## src/rtl/overflow_logger.sv

```systemverilog
// overflow_logger: logs adder carry events as {stamp, sum} into a FWFT FIFO; option OVF_LOGGER_IRQ_EN adds irq
module overflow_logger #(
    parameter int WIDTH = 4,
    parameter int DEPTH = 4,
    parameter int CNT_W = 8
) (
    input  logic                   clk,
    input  logic                   rst,
    input  logic [WIDTH-1:0]       sum,
    input  logic                   carry,
    output logic                   ev_valid,
    input  logic                   ev_ready,
    output logic [WIDTH-1:0]       ev_sum,
    output logic [CNT_W-1:0]       ev_stamp,
    output logic [CNT_W-1:0]       ovf_count,
    output logic                   dropped,
    output logic [$clog2(DEPTH):0] level
`ifdef OVF_LOGGER_IRQ_EN
    ,
    output logic                   irq
`endif
);
    localparam int PW = $clog2(DEPTH);
    localparam int LW = PW + 1;
    localparam logic [LW-1:0] FULL = LW'(DEPTH);
    localparam logic [LW-1:0] NEAR = LW'(DEPTH - 1);
    localparam logic [CNT_W-1:0] CNT_MAX = {CNT_W{1'b1}};

    logic [CNT_W+WIDTH-1:0] mem_q [DEPTH];
    logic [PW-1:0] wr_q, wr_d, rd_q, rd_d;
    logic [LW-1:0] level_q, level_d;
    logic [CNT_W-1:0] stamp_q, stamp_d, cnt_q, cnt_d;
    logic dropped_q, dropped_d, push, pop;

    assign ev_valid = level_q != '0;
    assign {ev_stamp, ev_sum} = ev_valid ? mem_q[rd_q] : '0;
    assign ovf_count = cnt_q;
    assign dropped = dropped_q;
    assign level = level_q;

    // next state: a pop frees a slot, so a push into a full FIFO is accepted when popping
    always_comb begin
        pop = ev_valid && ev_ready;
        push = carry && (level_q != FULL || pop);
        stamp_d = stamp_q + 1'b1;
        wr_d = push ? wr_q + 1'b1 : wr_q;
        rd_d = pop ? rd_q + 1'b1 : rd_q;
        level_d = level_q + LW'(push) - LW'(pop);
        cnt_d = (carry && cnt_q != CNT_MAX) ? cnt_q + 1'b1 : cnt_q;
        dropped_d = dropped_q || (carry && !push);
    end

    // state registers, all cleared by reset
    always_ff @(posedge clk) begin
        if (rst) begin
            wr_q <= '0;
            rd_q <= '0;
            level_q <= '0;
            stamp_q <= '0;
            cnt_q <= '0;
            dropped_q <= 1'b0;
        end else begin
            wr_q <= wr_d;
            rd_q <= rd_d;
            level_q <= level_d;
            stamp_q <= stamp_d;
            cnt_q <= cnt_d;
            dropped_q <= dropped_d;
        end
    end

    // entry storage captures the stamp before its increment; contents are masked while empty
    always_ff @(posedge clk) begin
        if (!rst && push) mem_q[wr_q] <= {stamp_q, sum};
    end

`ifdef OVF_LOGGER_IRQ_EN
    logic irq_q;
    assign irq = irq_q;

    // irq follows the post-edge level/drop state, so it rises and falls on the same edge they change
    always_ff @(posedge clk) begin
        if (rst) irq_q <= 1'b0;
        else irq_q <= level_d >= NEAR || dropped_d;
    end
`endif
endmodule
```

## config.mk

```make
export PLATFORM = sky130hd
export DESIGN_NAME = overflow_logger
export DESIGN_NICKNAME = d
export VERILOG_FILES = /design/src/rtl/overflow_logger.sv
export SDC_FILE = /design/constraint.sdc
export NUM_CORES = 1
export LEC_CHECK = 0
export BUFFER_PORTS_ARGS = -buffer_cell sky130_fd_sc_hd__buf_2
export CORE_ASPECT_RATIO = 1.2
export CORE_MARGIN = 4
export CORE_UTILIZATION = 51
export CTS_CLUSTER_DIAMETER = 60
export DETAILED_ROUTE_END_ITERATION = 7
export PLACE_DENSITY = 0.82
export SYNTH_ARGS = -nofsm -noshare
export SYNTH_HDL_FRONTEND = slang
export SYNTH_SLANG_ARGS = --single-unit
```

## constraint.sdc

```tcl
create_clock -name clk -period 5.1 [get_ports clk]
set_clock_uncertainty 0.2 [all_clocks]
set_input_delay 0.765 -clock clk [delete_from_list [all_inputs] [get_ports clk]]
set_output_delay 0.765 -clock clk [all_outputs]
set_load 0.1 [all_outputs]
```

**Word level (Yosys, flattened, before mapping)**

Memory sizes are Yosys's and may differ from the RTL's. A register that Yosys moved wholly into a read port is not among the register bits.
Index checks and enable logic that the tools add are counted.

- Register bits: 24
- Memory bits (writable): 48
- Logic and storage cells: 30
- Memories: 1

- Add/sub/neg operators: 6
- Equality and inequality tests: 2
- Mux-type cells: 5
- Reduce and logical (&&, ||, !) cells: 10

Memory list:

| name | words | bits a word | read ports | clocked after memory_dff | write ports | RTL line | text |
|---|---|---|---|---|---|---|---|
| mem_q | 4 | 12 | 1 | 1 | 1 | 29 | `logic [CNT_W+WIDTH-1:0] mem_q [DEPTH];` |

Operator list:

| cell | count |
|---|---|
| 8-bit by 1-bit adder with 8-bit output, second input constant | 2 |
| 12-bit 2-to-1 mux | 1 |
| 8-bit inequality test, second input constant | 1 |
| 1-bit logical AND | 5 |
| 2-bit by 1-bit adder with 2-bit output, second input constant | 2 |
| 2-bit 2-to-1 mux | 2 |
| 3-bit by 1-bit adder with 3-bit output | 1 |
| 3-bit inequality test, second input constant | 1 |
| 3-bit nonzero test | 1 |
| 3-bit by 1-bit subtractor with 3-bit output | 1 |
| 1-bit zero test | 2 |
| 1-bit logical OR | 2 |
| 1-bit 2-to-1 mux | 2 |

**Longest topological paths before layout**

- Depth after elaboration: 7
- Depth in mapped cells: 9

**Worst setup path after synthesis**

OpenSTA, ideal clock, no wires.

- Path type: flip-flop to output port
- From: reg level_q[1] (netlist: level[1])
- To: out ev_stamp[0]
- Data arrival time: 2.896 ns
- Setup slack: 1.239 ns
- Stages on the path, launching flop included: 4
- Path buffers: 1
- Cell sequence: dfxtp_1 nor3_1 buf_2 nor2b_1

- Word-level cells in the longest chain between the ends: 2

Ends and longest elaborated chain:

| item | RTL line | text |
|---|---|---|
| from (decl) | 31 | `logic [LW-1:0] level_q, level_d;` |
| from (signal assigned) | 65 | `level_q <= level_d;` |
| 3-bit nonzero test | 35 | `assign ev_valid = level_q != '0;` |
| 12-bit 2-to-1 mux | 36 | `assign {ev_stamp, ev_sum} = ev_valid ? mem_q[rd_q] : '0;` |
| to (decl) | 14 | `output logic [CNT_W-1:0] ev_stamp,` |

Every way passes these cells.

==> impl_metrics.ini <==
[global_routing]
grt_pass1_wl_mm = 8.590
grt_max_degree = 29
antenna_found_initial = 0
grtUsageTotal_pct = 15.73
grt-ovfl-total = 0
grt_pass1_vias = 1752

[finish]
antenna_cells = 0
final_util_pct = 60.57
final_cells = 328
syn_to_final_growth_pct = 14.75
drive_gt1_share_pct = 26.21
fin_nets = 259
n_fill_cell = 456

[clock_tree]
cts.htree.levels = 3
numCtsBuffers = 9
cts_tree = built
postCtsHoldBufs = 0
cts.sinks = 74
clockBufferDepth = 2
insertion_delay_ps = 330
post_cts_buffers = 0
clk_pin_slew_ps = 80
ctsRootBufferMaster = clkbuf_8
cts_resized = 0

[drt]
wl_per_cell_um = 15.12
viasPerCell = 5.390
wl_mm = 4.958
route.detailed.drc = 0
drtIter0Drc = 104
vias = 1768
antenna_left = 0
drtPass1Iterations = 4

[power]
switching_share_pct = 45.65
leakage_nw = 1.234
pwr-share-seq_pct = 35.6
power_per_cell_area_mw_per_mm2 = 606.1
p_comb_share_pct = 41.1
ir_worst_vdd_mv = 0.3322
p_clk_share_pct = 23.3
p_int_mw = 1.139
switching_power_uw = 956.2

[sta]
fin_tns_setup_ps = 0
worst_slack_ps = 1936
fin_crit_sh_pct = 62.04
worst_pin_slew_ps = 773.5
rsz0062_at_grt = false
maxSlewHeadroom_pct = 48.36
final_hold_viol_count = 0
whs_ps = 267.9
setup_violations = 0
min_period_ps = 3164
maxSlewViolCount = 0
fmax_mhz = 316.1

[worst_hold_path]
hold_path.class = reg2reg
min_path_cells = 2
min_to = dropped
timing.hold.worst.start = dropped

[setup_path]
path_max_fanout = 12
critical-path-max-stage-delay_ps = 830
path_cells = mux4_2 > nor2b_1 > buf_2
crit_path_end_kind = output pin
crit_path_top_delay_cell = dfxtp_1
r2r-end = level[2]
r2r_slack_ps = 2800
critical_path_class = reg2out
worst-endpoint-required_ps = 4140
start_kind = register
rr_startpoint = level[1]
ff2ff_path_depth = 9
worstPathArrival_ps = 2200

[synth]
yosys_register_bits = 74
synth_area_leaders = edfxtp_1 (48%), dfxtp_1 (17%), mux4_2 (9.0%)
yosysTopAreaCell = edfxtp_1
syn_nets = 223
syn_area_mm2 = 0.003012
avgSynthCellArea_um2 = 14.55
synth_cell_types = 41
synth.yosys.seq_area_share_pct = 65.14
syn_inst = 207
ys_warn_count = 0
synth_top_area_share_pct = 47.86

[place]
place_ws_ps = 2236
portBuffers = 32
hpwl_mm = 3.328
place_inst = 312
place.gp.congestion = 0.7253

[floorplan]
rows = 30
die_x_um = 78.15
initial_core_util_pct = 52.79
io_pins = 33
die_h_um = 92.18
core_area_mm2 = 0.005705
die_area_mm2 = 0.007204

[job]
drv_cap = 0

[status]
status = finished, final reports clean
## kinds of logic after synthesis
| group | Yosys count | synth area share, % |
|---|---|---|
| AOI/OAI and AO/OA | 27 | 5.484 |
| xor gates and xnor gates | 6 | 1.745 |
| adders and majority gates | 8 | 3.573 |
| buffers and inverters | 13 | 2.035 |
| DFF | 74 | 65.14 |
| muxes | 14 | 9.680 |
| and+or+nand+nor | 65 | 12.34 |
## power groups by stage
stage	logic (mW)	clock network, mW	registers, mW
floorplan	0.691	0	0.820
global placement	0.862	0	0.760
detailed placement	0.868	0	0.762
CTS	0.869	0.502	0.749
global route	0.901	0.534	0.760
finish	0.862	0.487	0.745
## area by class of cell
type                            instances  area (µm²)  share of cell area [%]
Multi-Input combinational cell        120       988.4                   28.60
Sequential cell                        74        1962                   56.77
Clock buffer                           10       127.6                   3.693
Timing Repair Buffer                   33       167.7                   4.852
Clock inverter                          6       91.34                   2.643
Inverter                                5       18.77                  0.5431
Tap cell                               80       100.1                   2.896
## cell usage after synthesis
cell and number:
edfxtp_1 48, dfxtp_1 26, nor2b_1 15, nor2_1 13, a21oi_1 12, mux4_2 12
ha_1 7, nand3_1 7, nor3_1 7, and2_1 5, inv_1 5, o21ai_0 5
xor2_1 5, a211oi_1 3, buf_2 3, nand2_1 3, a31oi_1 2, and3_1 2
and4_1 2, clkbuf_1 2, nand2b_1 2, nand4_1 2, a21boi_0 1, a311oi_1 1
buf_1 1, buf_6 1, clkbuf_2 1, fa_1 1, mux2_2 1, mux2i_1 1
nand2_2 1, nor4b_1 1, nor4b_2 1, o311ai_0 1, o31ai_1 1, o31ai_2 1
or3_1 1, or3_2 1, or4_1 1, or4b_1 1, xnor2_1 1
## cells in the final DEF (no fill, tap or decap), drive strengths merged, types with 4 or more instances in the layout
cell / instances
buf: 33
dfxtp: 26
nor2: 13
mux4: 12
nor2b: 15
a21oi: 12
nand3: 7
inv: 6
ha: 7
xor2: 5
nor3: 7
and2: 5
o21ai: 5
clkbuf: 10
edfxtp: 48
nand2: 4
## registers in the layout, summed over array words and instances, names as in the netlist, named ones only
register,cells
stamp_q,8
wr_q,2
rd_q,2
ovf_count,8
level,3
mem_q,48
dropped,1
## critical path: cells and delay by family, from the launching register on
| kind | cells | cell delay (ps) |
|---|---|---|
| buffers and inverters | 1 | 290 |
| DFF | 1 | 830 |
| muxes | 1 | 600 |
| and+or+nand+nor | 1 | 140 |
## stage by stage
stage,instance area [µm²],total power [mW]
detailed placement,3237,1.630
finish,3456,2.095
global placement,3237,1.622
global route,3456,2.195
floorplan,3012,1.511
CTS,3456,2.119
## how the worst max path moves through the flow
stage              from          end  slack [ps]  cells after the start
2_1_floorplan  level[1]  ev_stamp[0]        1240                      3
3_3_place_gp   register  ev_stamp[0]        2260                      3
4_1_cts        register  ev_stamp[6]        1850                      3
5_1_grt        register  ev_stamp[6]        1730                      3
3_5_place_dp   register  ev_stamp[6]        2240                      3
6_report       register  ev_stamp[6]        1940                      3
## per-layer routing
metal  routed length (µm)  GRT usage [%]  part of all wire, %
met5                    0              0                    0
met4                   63          6.997                  1.3
met3                  269          5.108                  5.4
met2                 2593          26.36                   52
met1                 2032          18.32                   41
Power figures use the tool's default switching activity.
